--- src/rtl/uart_rx.sv ---
// -----------------------------------------------------------------------------
// uart_rx -- UART receiver (8N1, optionally 8E1)
//
// Receives the serial stream produced by uart_tx. The line passes through a
// two-flop synchronizer, and every bit is sampled in the middle of its bit
// period. The byte arrives LSB first and is rebuilt in a shift register. A good
// frame is presented on dout_o together with a one-cycle rx_done_tick_o. A
// stop bit sampled low raises a one-cycle frame_err_o and leaves dout_o as it
// was.
//
// Configuration macro: UART_RX_PARITY_EN
//   defined     : 8E1 frame. An even parity bit follows the data bits. A
//                 mismatch pulses parity_err_o together with rx_done_tick_o,
//                 and the byte is still delivered.
//   not defined : 8N1 frame. parity_err_o is tied to 0.
//
// Ports
//   clk             in   1  system clock, rising edge
//   rst_n           in   1  asynchronous, active-low reset
//   rx_i            in   1  serial line, asynchronous to clk, idles high
//   dout_o          out  8  last correctly framed byte
//   rx_done_tick_o  out  1  1-cycle pulse: byte valid on dout_o
//   frame_err_o     out  1  1-cycle pulse: stop bit sampled low
//   parity_err_o    out  1  1-cycle pulse with rx_done_tick_o on parity mismatch
// -----------------------------------------------------------------------------
module uart_rx #(
    parameter int c_clkfreq  = 100_000_000,
    parameter int c_baudrate = 115_200
) (
    input  logic       clk,
    input  logic       rst_n,
    input  logic       rx_i,
    output logic [7:0] dout_o,
    output logic       rx_done_tick_o,
    output logic       frame_err_o,
    output logic       parity_err_o
);

    localparam int c_bittimerlim = c_clkfreq / c_baudrate;
    localparam int c_tw          = $clog2(c_bittimerlim);
    // Last timer value of a full bit period and of a half bit period.
    localparam logic [c_tw-1:0] c_bit_last  = c_tw'(c_bittimerlim - 1);
    localparam logic [c_tw-1:0] c_half_last = c_tw'(c_bittimerlim / 2 - 1);

    typedef enum logic [2:0] {
        S_IDLE   = 3'd0,
        S_START  = 3'd1,
        S_DATA   = 3'd2,
        S_PARITY = 3'd3,
        S_STOP   = 3'd4
    } state_t;

`ifdef UART_RX_PARITY_EN
    // Even parity holds when the data bits and the parity bit together have an
    // even number of ones. Any odd total is an error.
    function automatic logic even_parity_err(input logic [7:0] data, input logic par);
        return ^{data, par};
    endfunction
`endif

    logic            sync1_r;
    logic            sync2_r;
    logic            rx_s;
    state_t          state_r;
    state_t          state_s;
    logic [c_tw-1:0] timer_r;
    logic [c_tw-1:0] timer_s;
    logic [2:0]      count_r;
    logic [2:0]      count_s;
    logic [7:0]      shreg_r;
    logic [7:0]      shreg_s;
    logic [7:0]      dout_r;
    logic [7:0]      dout_s;
    logic            tick_r;
    logic            tick_s;
    logic            ferr_r;
    logic            ferr_s;
`ifdef UART_RX_PARITY_EN
    logic            par_r;
    logic            par_s;
    logic            perr_r;
    logic            perr_s;
`endif

    // Two-flop synchronizer. It resets to the idle level so that no false
    // start edge appears.
    always_ff @(posedge clk or negedge rst_n) begin
        if (!rst_n) begin
            sync1_r <= 1'b1;
            sync2_r <= 1'b1;
        end else begin
            sync1_r <= rx_i;
            sync2_r <= sync1_r;
        end
    end

    assign rx_s = sync2_r;

    // State, bit timer, data path and registered outputs.
    always_ff @(posedge clk or negedge rst_n) begin
        if (!rst_n) begin
            state_r <= S_IDLE;
            timer_r <= '0;
            count_r <= 3'd0;
            shreg_r <= 8'h00;
            dout_r  <= 8'h00;
            tick_r  <= 1'b0;
            ferr_r  <= 1'b0;
`ifdef UART_RX_PARITY_EN
            par_r   <= 1'b0;
            perr_r  <= 1'b0;
`endif
        end else begin
            state_r <= state_s;
            timer_r <= timer_s;
            count_r <= count_s;
            shreg_r <= shreg_s;
            dout_r  <= dout_s;
            tick_r  <= tick_s;
            ferr_r  <= ferr_s;
`ifdef UART_RX_PARITY_EN
            par_r   <= par_s;
            perr_r  <= perr_s;
`endif
        end
    end

    // Next-state logic. Pulse outputs default low, so every pulse lasts a
    // single cycle.
    always_comb begin
        state_s = state_r;
        timer_s = timer_r + {{(c_tw-1){1'b0}}, 1'b1};
        count_s = count_r;
        shreg_s = shreg_r;
        dout_s  = dout_r;
        tick_s  = 1'b0;
        ferr_s  = 1'b0;
`ifdef UART_RX_PARITY_EN
        par_s   = par_r;
        perr_s  = 1'b0;
`endif
        case (state_r)
            S_IDLE: begin
                timer_s = '0;
                count_s = 3'd0;
                if (!rx_s) begin
                    state_s = S_START;
                end else begin
                    state_s = S_IDLE;
                end
            end
            S_START: begin
                // Re-check at mid start bit. A pulse shorter than half a bit
                // is treated as a glitch.
                if (timer_r == c_half_last) begin
                    timer_s = '0;
                    if (rx_s) begin
                        state_s = S_IDLE;
                    end else begin
                        state_s = S_DATA;
                    end
                end else begin
                    state_s = S_START;
                end
            end
            S_DATA: begin
                if (timer_r == c_bit_last) begin
                    timer_s = '0;
                    // Shift right so the first bit received lands in bit 0.
                    shreg_s = {rx_s, shreg_r[7:1]};
                    count_s = count_r + 3'd1;
                    if (count_r == 3'd7) begin
`ifdef UART_RX_PARITY_EN
                        state_s = S_PARITY;
`else
                        state_s = S_STOP;
`endif
                    end else begin
                        state_s = S_DATA;
                    end
                end else begin
                    state_s = S_DATA;
                end
            end
`ifdef UART_RX_PARITY_EN
            S_PARITY: begin
                if (timer_r == c_bit_last) begin
                    timer_s = '0;
                    par_s   = rx_s;
                    state_s = S_STOP;
                end else begin
                    state_s = S_PARITY;
                end
            end
`endif
            S_STOP: begin
                // Return to IDLE at mid stop bit. The receiver is then ready
                // for a following frame that has no idle gap.
                if (timer_r == c_bit_last) begin
                    timer_s = '0;
                    state_s = S_IDLE;
                    if (rx_s) begin
                        dout_s = shreg_r;
                        tick_s = 1'b1;
`ifdef UART_RX_PARITY_EN
                        perr_s = even_parity_err(shreg_r, par_r);
`endif
                    end else begin
                        ferr_s = 1'b1;
                    end
                end else begin
                    state_s = S_STOP;
                end
            end
            default: begin
                state_s = S_IDLE;
                timer_s = '0;
                count_s = 3'd0;
            end
        endcase
    end

    assign dout_o         = dout_r;
    assign rx_done_tick_o = tick_r;
    assign frame_err_o    = ferr_r;
`ifdef UART_RX_PARITY_EN
    assign parity_err_o   = perr_r;
`else
    assign parity_err_o   = 1'b0;
`endif

endmodule

--- config.mk ---
export PLATFORM = sky130hd
export DESIGN_NAME = uart_rx
export DESIGN_NICKNAME = d
export VERILOG_FILES = /design/src/rtl/uart_rx.sv
export SDC_FILE = /design/constraint.sdc
export NUM_CORES = 1
export LEC_CHECK = 0
export ABC_AREA = 1
export CAP_MARGIN = 40
export CORE_MARGIN = 3
export CORE_UTILIZATION = 49
export DETAILED_ROUTE_END_ITERATION = 12
export PLACE_DENSITY = 0.67
export SLEW_MARGIN = 40
export SYNTH_ARGS = -nofsm -noshare
export SYNTH_HDL_FRONTEND = slang
export SYNTH_SLANG_ARGS = --single-unit
export TNS_END_PERCENT = 100
--- constraint.sdc ---
create_clock -name clk -period 1.4 [get_ports clk]
set_input_delay 0.42 -clock clk [delete_from_list [all_inputs] [get_ports clk]]
set_output_delay 0.42 -clock clk [all_outputs]
set_load 0.1 [all_outputs]
Word level (Yosys, flattened, before mapping)
Index checks and enable logic that the tools add are counted.
{ "op_classes": {"n_addsub": 2, "n_mul": 0, "n_div": 0, "magnitude_cmp": 0, "n_eq_ne": 7, "shift": 0, "n_mux": 18, "n_bitwise": 1, "n_reduce_logical": 6} }
{ "ops": {"columns": ["operator", "n"], "rows": [
  ["2-to-1 mux 10 bit", 2],
  ["one-hot mux 10 bit (2 select lines)", 1],
  ["2-to-1 mux 3 bit", 5],
  ["one-hot mux 3 bit (4 select lines)", 1],
  ["adder 10 x 1 -> 10 bit, second input constant", 1],
  ["equality test 10 bit, second input constant", 1],
  ["equality test 10 x 9 -> 1 bit, second input constant", 1],
  ["2-to-1 mux 1 bit", 7],
  ["equality test 3 bit, second input constant", 2],
  ["one-hot mux 3 bit (2 select lines)", 1],
  ["AND reduction 2 bit", 2],
  ["OR reduction 2 bit", 2],
  ["adder 3 x 1 -> 3 bit, second input constant", 1],
  ["equality test 3 x 1 -> 1 bit, second input constant", 1],
  ["equality test 3 x 2 -> 1 bit, second input constant", 1],
  ["logical NOT 3 bit", 1],
  ["AND reduction 3 bit", 1],
  ["2-to-1 mux 2 bit", 1],
  ["!= test 2 bit, second input constant", 1],
  ["inverter 1 bit", 1]
]} }
{ "totals": {"ff_bits": 36, "latchBits": 0, "ram_bits": 0, "romBits": 0, "out_inout_bits": 11, "word_cells": 43, "memories": 0} }

Depth between registers and ports, before layout
Gate-level depths: netlist of run 1.
{ "logic_depth": {"depth_word": 4, "mapped_depth": 8} }

Worst setup path before layout of run 1
No wires, ideal clock.
{ "synth_path": {"kind": "register to output", "from": "register dout_r[5], in the netlist dout_o[5]", "to": "output dout_o[5]", "arrival_time_ps": 911, "required_ps": 980, "setup_slack_ps": 69, "stages_incl_launch_ff": 1, "path_buffers": 0, "path_cell_list": "dfrtp_1"} }
{ "synth_lines": {"columns": ["item", "line_no", "text"], "rows": [
  ["from (decl)", "72", "logic [7:0] dout_r;"],
  ["from (signal assigned)", "118", "dout_r <= dout_s;"],
  ["to (decl)", "33", "output logic [7:0] dout_o,"]
]} }
No word-level cell between the ends.

Worst setup path in the final report of run 1
{ "layout_path": {"from": "register timer_r[0]", "to": "register dout_r[1], in the netlist dout_o[1]"} }
{ "layout_via": {"elab_chain_cells": 2} }
{ "layout_lines": {"columns": ["item", "line_no", "text"], "rows": [
  ["from (decl)", "66", "logic [c_tw-1:0] timer_r;"],
  ["from (signal assigned)", "115", "timer_r <= timer_s;"],
  ["equality test 10 bit", "199", "if (timer_r == c_bit_last) begin"],
  ["AND reduction 3 bit (no source line)", null, null]
]} }
Every way passes these cells.
A chain may end at the register's enable or synchronous reset.

==> out/results.tsv, run 1 <==
metric	value	unit
share of layout cells above drive strength 1	0.298	
gr usage total	0.178	
share of the synthesized area in the top cell type	0.472	
Async SR Flop Fraction	1.00	
Slew Limit Fails	0	
# port buffers	12	
DRT Wirelength	3690	µm
DR pass1 iterations	4	
I/O pins	14	
clock buffer depth	2	
placed instance count	278	
R2R cell count	7	
DR vias/cell	5.03	
Worst R2R Setup Slack	0.007	ns
Num CTS Buffers	5	
Fmax achieved	718	MHz
VDD IR max	0.691	mV
wire per inst	12.7	µm
top_reg_cell synth	dfrtp_1	
final hold vios	0	
largest net degree at the start of global routing	22	
gr ovfl total	0	
type of the worst min-delay path	primary input to async pin	
Mapped Nets	225	
cell area after synthesis	1800	µm²
root buf cell	clkbuf_8	
final setup fails	0	
Post-synth EDFFs	0	
setup slack at placement	-0.0549	ns
status	completed	
number of DRC markers in iteration 0	83	
Syn Inst Count	218	
Initial Util	0.524	
RSZ-0062 raised after global routing	true	
top cells by area, synth	dfrtp_1 47%, nand2_1 16%, inv_1 4.4%, nand3_1 3.6%, dfstp_2 2.9%	
Tcrit/Tclk final	0.995	
fin crit period	1.39	ns
via count	1463	
leakage dissipation	0.00122	µW
Hold Slack	0.0516	ns
FF+latch area	903	µm²
YS warnings	0	
mean post-synth cell area	8.27	µm²
Inserted Diodes	0	
Setup crit start kind	flop	
Seq/Total Area, Yosys	0.501	
P per Cell Area	831	nW/µm²
largest area contributor in the netlist	dfrtp_1	
Max Cap Viol	0	
CTS tree	built	
vias in the first global route	1267	
Multi-input gate area	891	µm²
most common cell in the netlist	nand2_1	
Final WS setup	0.00683	ns
utilization after layout	0.688	
Clk Latency, worst-skew pair	0.28	ns
initial antenna violation count	0	
Final GP Congestion	0.900	
CP Class	flop to flop	
Final Skew	0.00190	ns
row count	21	
first-pass GRT wire length	5950	µm
Area growth syn-to-layout	31.4	%
number of synthesized register bits	36	
final HPWL from detailed placement	2540	µm
fin cells	291	
Yosys cell types	25	
Worst EP required	1.62	ns
NumNets Final	251	
Die W	66.7	µm
most frequent cells after synthesis	76 x nand2_1, 34 x dfrtp_1, 21 x inv_1	
H-Tree Depth	2	
total core area	3440	µm²
clk slew on worst S/H paths	0.07	ns
worst r2r dst	dout_o[1]$_DFFE_PN0P_	
Sink Count	36	
fillers	275	
Hold-fix buffers, CTS	0	
Die ar.	4440	µm²
arrival time at the worst endpoint	1.61	ns
CP Max Fanout	7	
crit path capture type	flop	
drc violations	0	
Die H	66.7	µm
worst r2r src	timer_r[0]$_DFF_PN0_	
post-route ant nets	0	
-- per-stage QoR --
stage                TNS, ns  total power, µW  instance area [µm²]
finish                     0             1970                 2370
global route          -0.817             2040                 2370
CTS                 -0.00804             1990                 2230
detailed placement    -0.253             1110                 2100
global placement      -0.186             1110                 2100
floorplan                  0             1080                 1800
-- final cells by class --
class	instances	share of cell area
sequential	36	0.381
multi-input combinational	153	0.376
timing repair buffer	20	0.127
inverter	28	0.0465
clock buffer	6	0.0306
tap	46	0.0243
clock inverter	2	0.0148
-- kinds of logic (layout without fill, tap and decap cells) --
family	after synthesis	in the layout	share of synthesized area
DFF	36	36	0.501
other	1	1	0.00208
adders and majority gates	4	4	0.0278
buffers and inverters	31	56	0.0750
AOI/OAI and AO/OA	23	23	0.0701
xor gates and xnor gates	1	1	0.00486
and+or+nand+nor	122	124	0.319
-- layer usage --
metal  GRT usage  share of wire  vias up
met5           0              0        -
met4      0.0533         0.0081        0
met3      0.0304          0.023        4
met2       0.272           0.49       24
met1       0.258           0.48      690
li1            -              -      745
-- critical path, stage by stage (launching register included) --
cell	delay, ns
dfrtp_1	0.43
ha_4	0.18
nand2_4	0.05
nor2_4	0.20
nand4_4	0.20
inv_4	0.15
nand2_2	0.06
nand2_2	0.05
-- worst max-delay path by stage --
| stage | startpoint | end | slack [ns] |
|---|---|---|---|
| after floorplan | dout_o[5]$_DFFE_PN0P_ | dout_o[5] | 0.07 |
| after global placement | timer_r[0]$_DFF_PN0_ | dout_o[4]$_DFFE_PN0P_ | -0.04 |
| after detailed placement | timer_r[0]$_DFF_PN0_ | dout_o[4]$_DFFE_PN0P_ | -0.05 |
| after CTS | timer_r[0]$_DFF_PN0_ | dout_o[4]$_DFFE_PN0P_ | -0.006 |
| after global routing | timer_r[0]$_DFF_PN0_ | dout_o[1]$_DFFE_PN0P_ | -0.08 |
| final | timer_r[0]$_DFF_PN0_ | dout_o[1]$_DFFE_PN0P_ | 0.007 |
-- timing repair --
action                                  in CTS  in global routing
gates cloned                                 2                  0
hold endpoints to repair                     0                  0
endpoints found under the setup margin      17                 30
resized for setup                            3                 28
setup buffers                                0                  3
pin swaps                                    2                 14
-- state kept, by name, summed over array words and instances, names as in the netlist, 3 cells and up --
signal and count:
count_r 3, dout_o 8, shreg_r 8, state_r 3
timer_r 10
-- report_power, final --
group          leakage [µW]  internal [µW]  switching, µW  total [µW]
registers          0.000481           1050           4.39        1050
clock network     0.0000552            528            350         878
logic              0.000687           9.47           33.2        42.7
-- layout by cell type, fill, tap and decap left out, types with 2 or more instances in the layout --
cell	count
nand2_2	14
a21oi_2	2
inv_4	2
inv_2	5
o21ai_1	3
buf_4	6
nand2_4	3
nand4_4	2
nor2_4	6
nor3_1	2
nand3_1	12
nand3_2	2
ha_1	3
dfrtp_1	34
nand2_1	66
nor2_2	2
o21ai_2	3
dfstp_2	2
nor2_1	12
clkbuf_8	5
a21oi_1	7
o21ai_0	7
inv_1	21
buf_12	12
Power figures use the tool's default switching activity.
==> run 2, diff against run 1 <==
--- a/config.mk
+++ b/config.mk
@@ -9,6 +9,7 @@
 export CAP_MARGIN = 40
 export CORE_MARGIN = 3
 export CORE_UTILIZATION = 49
+export CTS_BUF_LIST = sky130_fd_sc_hd__clkbuf_8
 export DETAILED_ROUTE_END_ITERATION = 12
 export PLACE_DENSITY = 0.67
 export SLEW_MARGIN = 40
==> out/results.tsv, run 2 (synthesized netlist as in run 1, its figures left out) <==
metric	value	unit	change
wire per inst	12.7	µm	unchanged
clock buffer depth	2		unchanged
Num CTS Buffers	5		unchanged
CP delay by family, top	simple AND/OR/NAND/NOR gates		
Multi-input gate area	891	µm²	unchanged
initial antenna violation count	0		unchanged
clock network power share	0.444		-0.002
most common cell after layout, fill and taps aside	nand2_1		
row count	21		unchanged
Die W	66.7	µm	unchanged
slowest CP cell	dfrtp_1		
Inserted Diodes	0		unchanged
total core area	3440	µm²	unchanged
Worst EP required	1.62	ns	about the same
Reg with most FFs	timer_r		
worst r2r src	timer_r[0]$_DFF_PN0_		
Sink Count	36		unchanged
FF+latch area	903	µm²	unchanged
Worst Path Buf+Inv	1		unchanged
leakage dissipation	0.00123	µW	+0.34%
final hold vios	0		unchanged
DRT Wirelength	3690	µm	unchanged
Hold-fix buffers, CTS	0		unchanged
fillers	275		unchanged
total internal power	1580	µW	-0.46%
utilization after layout	0.688		unchanged
post-route ant nets	0		unchanged
Die H	66.7	µm	unchanged
arrival time at the worst endpoint	1.61	ns	about the same
status	completed		
Fmax achieved	718	MHz	about the same
CP Max Fanout	7		unchanged
Die ar.	4440	µm²	unchanged
Area growth syn-to-layout	31.4	%	unchanged
I/O pins	14		unchanged
Clk Latency, worst-skew pair	0.28	ns	about the same
Tcrit/Tclk final	0.995		about the same
P per Cell Area	829	nW/µm²	-0.33%
CTS tree	built		
final HPWL from detailed placement	2540	µm	unchanged
drc violations	0		unchanged
# port buffers	12		unchanged
Slew Limit Fails	0		unchanged
Initial Util	0.524		unchanged
combinational share of power	0.022		about the same
NetSw	388	µW	+0.20%
Sw Ratio	0.198		+0.00105
gr usage total	0.178		unchanged
crit path capture type	flop		
DR vias/cell	5.03		unchanged
DR pass1 iterations	4		unchanged
RSZ-0062 raised after global routing	true		
Worst R2R Setup Slack	0.007	ns	about the same
vias in the first global route	1267		unchanged
H-Tree Depth	2		unchanged
share of layout cells above drive strength 1	0.298		unchanged
most frequent cells in the layout	66 x nand2_1, 34 x dfrtp_1, 22 x inv_1		
final setup fails	0		unchanged
R2R cell count	7		unchanged
clk slew on worst S/H paths	0.07	ns	about the same
CP dominant cell by count	nand2_2		
first-pass GRT wire length	5950	µm	unchanged
CP Class	flop to flop		
Max Cap Viol	0		unchanged
number of DRC markers in iteration 0	83		unchanged
root buf cell	clkbuf_8		
worst r2r dst	dout_o[1]$_DFFE_PN0P_		
type of the worst min-delay path	primary input to async pin		
VDD IR max	0.691	mV	about the same
Final GP Congestion	0.900		unchanged
cell-by-cell trace of the critical path	ha_4, nand2_4, nor2_4, nand4_4, inv_4, nand2_2, nand2_2		
Final Skew	0.00230	ns	+0.000400 ns
Placed Area	2100	µm²	unchanged
gr ovfl total	0		unchanged
sequential power share	0.535		+0.002
Setup crit start kind	flop		
largest net degree at the start of global routing	22		unchanged
fin crit period	1.39	ns	-0.0000872 ns
via count	1463		unchanged
NumNets Final	251		unchanged
Design Area, Final	2370	µm²	unchanged
CP max stage delay	0.43	ns	about the same
max reg flops	10		unchanged
[run 2: cell count changes in the layout (fill, tap and decap cells not counted)]
| cell | before | now |
|---|---|---|
| clkbuf_1 | 1 | 0 |
| inv_1 | 21 | 22 |
[run 2: worst max path at each step]
| stage | from | slack (ns) | cells past startpoint | to |
|---|---|---|---|---|
| final | timer_r[0]$_DFF_PN0_ | 0.007 | 7 | dout_o[1]$_DFFE_PN0P_ |
| after global routing | timer_r[0]$_DFF_PN0_ | -0.08 | 7 | dout_o[1]$_DFFE_PN0P_ |
| after CTS | timer_r[0]$_DFF_PN0_ | -0.006 | 7 | dout_o[4]$_DFFE_PN0P_ |
| after detailed placement | timer_r[0]$_DFF_PN0_ | -0.05 | 7 | dout_o[4]$_DFFE_PN0P_ |
| after global placement | timer_r[0]$_DFF_PN0_ | -0.04 | 7 | dout_o[4]$_DFFE_PN0P_ |
| after floorplan | dout_o[5]$_DFFE_PN0P_ | 0.07 | 0 | dout_o[5] |
[run 2: worst reg2reg max path, stage by stage (launching register included)]
cell and delay (ns):
dfrtp_1 0.43, ha_4 0.18, nand2_4 0.05, nor2_4 0.20, nand4_4 0.21, inv_4 0.15, nand2_2 0.06, nand2_2 0.05
[run 2: repair_timing]
item                       CTS  global route
cloned                       2             0
pin swaps                    2            14
setup endpoints to repair   17            30
resized for setup            3            28
setup buffers                0             3
[run 2: power groups by stage]
stage / Clock, µW / Combinational (µW) / Sequential, µW
6_report: 871 / 42.7 / 1050
5_1_grt: 937 / 48.4 / 1050
4_1_cts: 891 / 44.3 / 1050
3_5_place_dp: 0 / 44.3 / 1070
3_3_place_gp: 0 / 43.9 / 1070
2_1_floorplan: 0 / 15.1 / 1070
[run 2: area by class of cell]
cell class	count	share of cell area
Clock buffer	5	0.0290
Clock inverter	3	0.0164
Inverter	28	0.0465
Multi-Input combinational cell	153	0.376
Sequential cell	36	0.381
Tap cell	46	0.0243
Timing Repair Buffer	20	0.127
[run 2: per-layer routing]
metal  vias to the layer above  track usage  part of all wire
li1                        745            -                 -
met1                       690        0.258              0.48
met2                        24        0.272              0.49
met3                         4       0.0304             0.023
met4                         0       0.0533            0.0081
met5                         -            0                 0
[run 2: metrics by stage]
stage               total power [µW]  setup WS (ns)  setup TNS, ns  std cells  hold slack, ns
finish                          1960        0.00691              0        291          0.0516
global route                    2030        -0.0758         -0.816        291          0.0713
CTS                             1980       -0.00603       -0.00841        288          0.0609
detailed placement              1110        -0.0549         -0.253        278           0.347
global placement                1110        -0.0420         -0.186        278           0.346
floorplan                       1080         0.0692              0        218           0.124
==> run 3, diff against run 2 <==
--- a/config.mk
+++ b/config.mk
@@ -5,13 +5,12 @@
 export SDC_FILE = /design/constraint.sdc
 export NUM_CORES = 1
 export LEC_CHECK = 0
-export ABC_AREA = 1
 export CAP_MARGIN = 40
 export CORE_MARGIN = 3
 export CORE_UTILIZATION = 49
 export CTS_BUF_LIST = sky130_fd_sc_hd__clkbuf_8
 export DETAILED_ROUTE_END_ITERATION = 12
-export PLACE_DENSITY = 0.67
+export PLACE_DENSITY = 0.68
 export SLEW_MARGIN = 40
 export SYNTH_ARGS = -nofsm -noshare
 export SYNTH_HDL_FRONTEND = slang
==> out/results.tsv, run 3 <==
metric	value	unit	change
share of layout cells above drive strength 1	0.432		+0.134
Die H	64.4	µm	-3.4%
row count	20		-4.8%
fin cells	229		-21%
final hold vios	0		unchanged
I/O pins	14		unchanged
NumNets Final	191		-24%
Placed Area	2160	µm²	+3.3%
clk slew on worst S/H paths	0.07	ns	about the same
largest area contributor in the netlist	dfrtp_1		
wire per inst	15.2	µm	+20%
cell area after synthesis	1670	µm²	-7.4%
Final Skew	0.00467	ns	+0.00237 ns
Hold Slack	0.357	ns	+0.306 ns
Syn Inst Count	141		-35%
CP delay by family, top	simple AND/OR/NAND/NOR gates		
total core area	3150	µm²	-8.4%
max reg flops	10		unchanged
most frequent cells in the layout	34 x dfrtp_1, 24 x buf_4, 14 x nor2_1		
placed instance count	216		-22%
top cells by area, synth	dfrtp_1 51%, mux2_2 11%, xnor2_1 4.2%, nor2_1 3.4%, dfstp_2 3.1%		
via count	1194		-18%
Async SR Flop Fraction	1.00		unchanged
Hold-fix buffers, CTS	0		unchanged
Yosys cell types	38		+52%
vias in the first global route	1290		+1.8%
VDD IR max	0.865	mV	+25%
Die W	64.4	µm	-3.4%
cell-by-cell trace of the critical path	ha_2, and4bb_2, and3_4, nand3_4, mux2_4		
gr usage total	0.193		+0.0143
arrival time at the worst endpoint	1.87	ns	+0.26 ns
Reg with most FFs	timer_r		
Pwr Total	1840	µW	-6.5%
largest net degree at the start of global routing	37		+68%
Final WS setup	-0.303	ns	-0.310 ns
Seq/Total Area, Yosys	0.541		+0.0398
failing checks	negative setup slack		
Final GP Congestion	0.833		-7.4%
Initial Util	0.530		+0.00595
DR pass1 iterations	4		unchanged
number of DRC markers in iteration 0	48		-42%
DR vias/cell	5.21		+3.7%
crit path capture type	flop		
number of synthesized register bits	36		unchanged
Max Cap Viol	0		unchanged
H-Tree Depth	2		unchanged
# port buffers	12		unchanged
Tcrit/Tclk final	1.22		+0.221
P per Cell Area	781	nW/µm²	-5.7%
post-route ant nets	0		unchanged
Die ar.	4150	µm²	-6.7%
DRT Wirelength	3480	µm	-5.7%
share of the synthesized area in the top cell type	0.509		+0.0375
most common cell after layout, fill and taps aside	dfrtp_1		
Sink Count	36		unchanged
leakage dissipation	0.00113	µW	-8.1%
mean post-synth cell area	11.8	µm²	+43%
CTS tree	built		
Setup crit start kind	flop		
Area growth syn-to-layout	40.7	%	
fin crit period	1.70	ns	+0.310 ns
setup TNS	-7.56	ns	-7.56 ns
YS warnings	0		unchanged
initial antenna violation count	0		unchanged
CP Class	flop to flop		
Inserted Diodes	0		unchanged
first-pass GRT wire length	6070	µm	+2.1%
clock buffer depth	2		unchanged
Num CTS Buffers	5		unchanged
CP max stage delay	0.39	ns	-0.04 ns
Slew Limit Fails	0		unchanged
root buf cell	clkbuf_8		
top_reg_cell synth	dfrtp_1		
Mapped Nets	148		-34%
status	finished, violations left		
Worst EP required	1.57	ns	-0.05 ns
slowest CP cell	dfrtp_1		
Clk Latency, worst-skew pair	0.28	ns	about the same
Design Area, Final	2350	µm²	-0.84%
CP Max Fanout	8		+1
final setup fails	32		+32
drc violations	0		unchanged
RSZ-0062 raised after global routing	true		
final HPWL from detailed placement	2470	µm	-2.7%
type of the worst min-delay path	flop to flop		
most frequent cells after synthesis	34 x dfrtp_1, 16 x mux2_2, 15 x nor2_1		
gr ovfl total	0		unchanged
most common cell in the netlist	dfrtp_1		
Worst Path Buf+Inv	0		-1
Post-synth EDFFs	0		unchanged
Fmax achieved	587	MHz	-18%
run 3: cell type report:
class	instances	area, µm²
flip-flops and latches	36	903
clock buffers	6	82.6
clock inverters	2	11.3
multi-input cells	98	825
repair buffers	41	465
inverters	2	7.51
fillers	219	803
well taps	44	55.1
run 3: cell families after synthesis:
family,count (synthesis),share of synthesized area
xor gates and xnor gates,9,0.0472
AOI/OAI and AO/OA,14,0.0547
and+or+nand+nor,51,0.183
muxes,18,0.120
DFF,36,0.541
other,1,0.00225
adders and majority gates,4,0.0300
buffers and inverters,8,0.0225
run 3: layer usage:
| layer | vias up | wire length, µm | track usage |
|---|---|---|---|
| met5 | - | 0 | 0 |
| met4 | 0 | 44 | 0.0554 |
| met3 | 5 | 93 | 0.0422 |
| met2 | 17 | 1800 | 0.326 |
| met1 | 583 | 1540 | 0.247 |
| li1 | 589 | - | - |
run 3: final timing paths:
check | end | startpoint | slack (ns) | cells past startpoint
worst max-delay path | shreg_r[2]$_DFFE_PN0P_ | timer_r[0]$_DFF_PN0_ | -0.30 | 5
worst min-delay path | rx_s$_DFF_PN1_ | sync1_r$_DFF_PN1_ | 0.36 | 0
worst max register to register | shreg_r[2]$_DFFE_PN0P_ | timer_r[0]$_DFF_PN0_ | -0.30 | 5
worst min register to register | rx_s$_DFF_PN1_ | sync1_r$_DFF_PN1_ | 0.36 | 0
max in group asynchronous | rx_s$_DFF_PN1_ | rst_n | 0.65 | 2
min in group asynchronous | frame_err_o$_DFF_PN0_ | rst_n | 0.51 | 2
run 3: repair_timing:
action / 4_1_cts / 5_1_grt
buffers inserted: 3 / 3
setup endpoints to repair: 32 / 34
gates resized for setup: 4 / 8
gates cloned: 1 / 0
pin swaps: 5 / 4
run 3: per-stage QoR:
step | worst slack (ns) | util
after floorplan | -0.298 | -
after global placement | -0.243 | 0.687
after detailed placement | -0.347 | 0.687
after CTS | -0.297 | 0.730
after global routing | -0.370 | 0.745
final | -0.303 | 0.745
run 3: worst register-to-register path, stage by stage (launching register included):
cell and delay (ns):
dfrtp_1 0.39, ha_2 0.20, and4bb_2 0.24, and3_4 0.25
nand3_4 0.17, mux2_4 0.34
run 3: power by group:
part	switching (µW)	total, µW	internal (µW)
sequential	4.45	1050	1050
combinational	32.0	42.7	10.7
clock	352	744	392
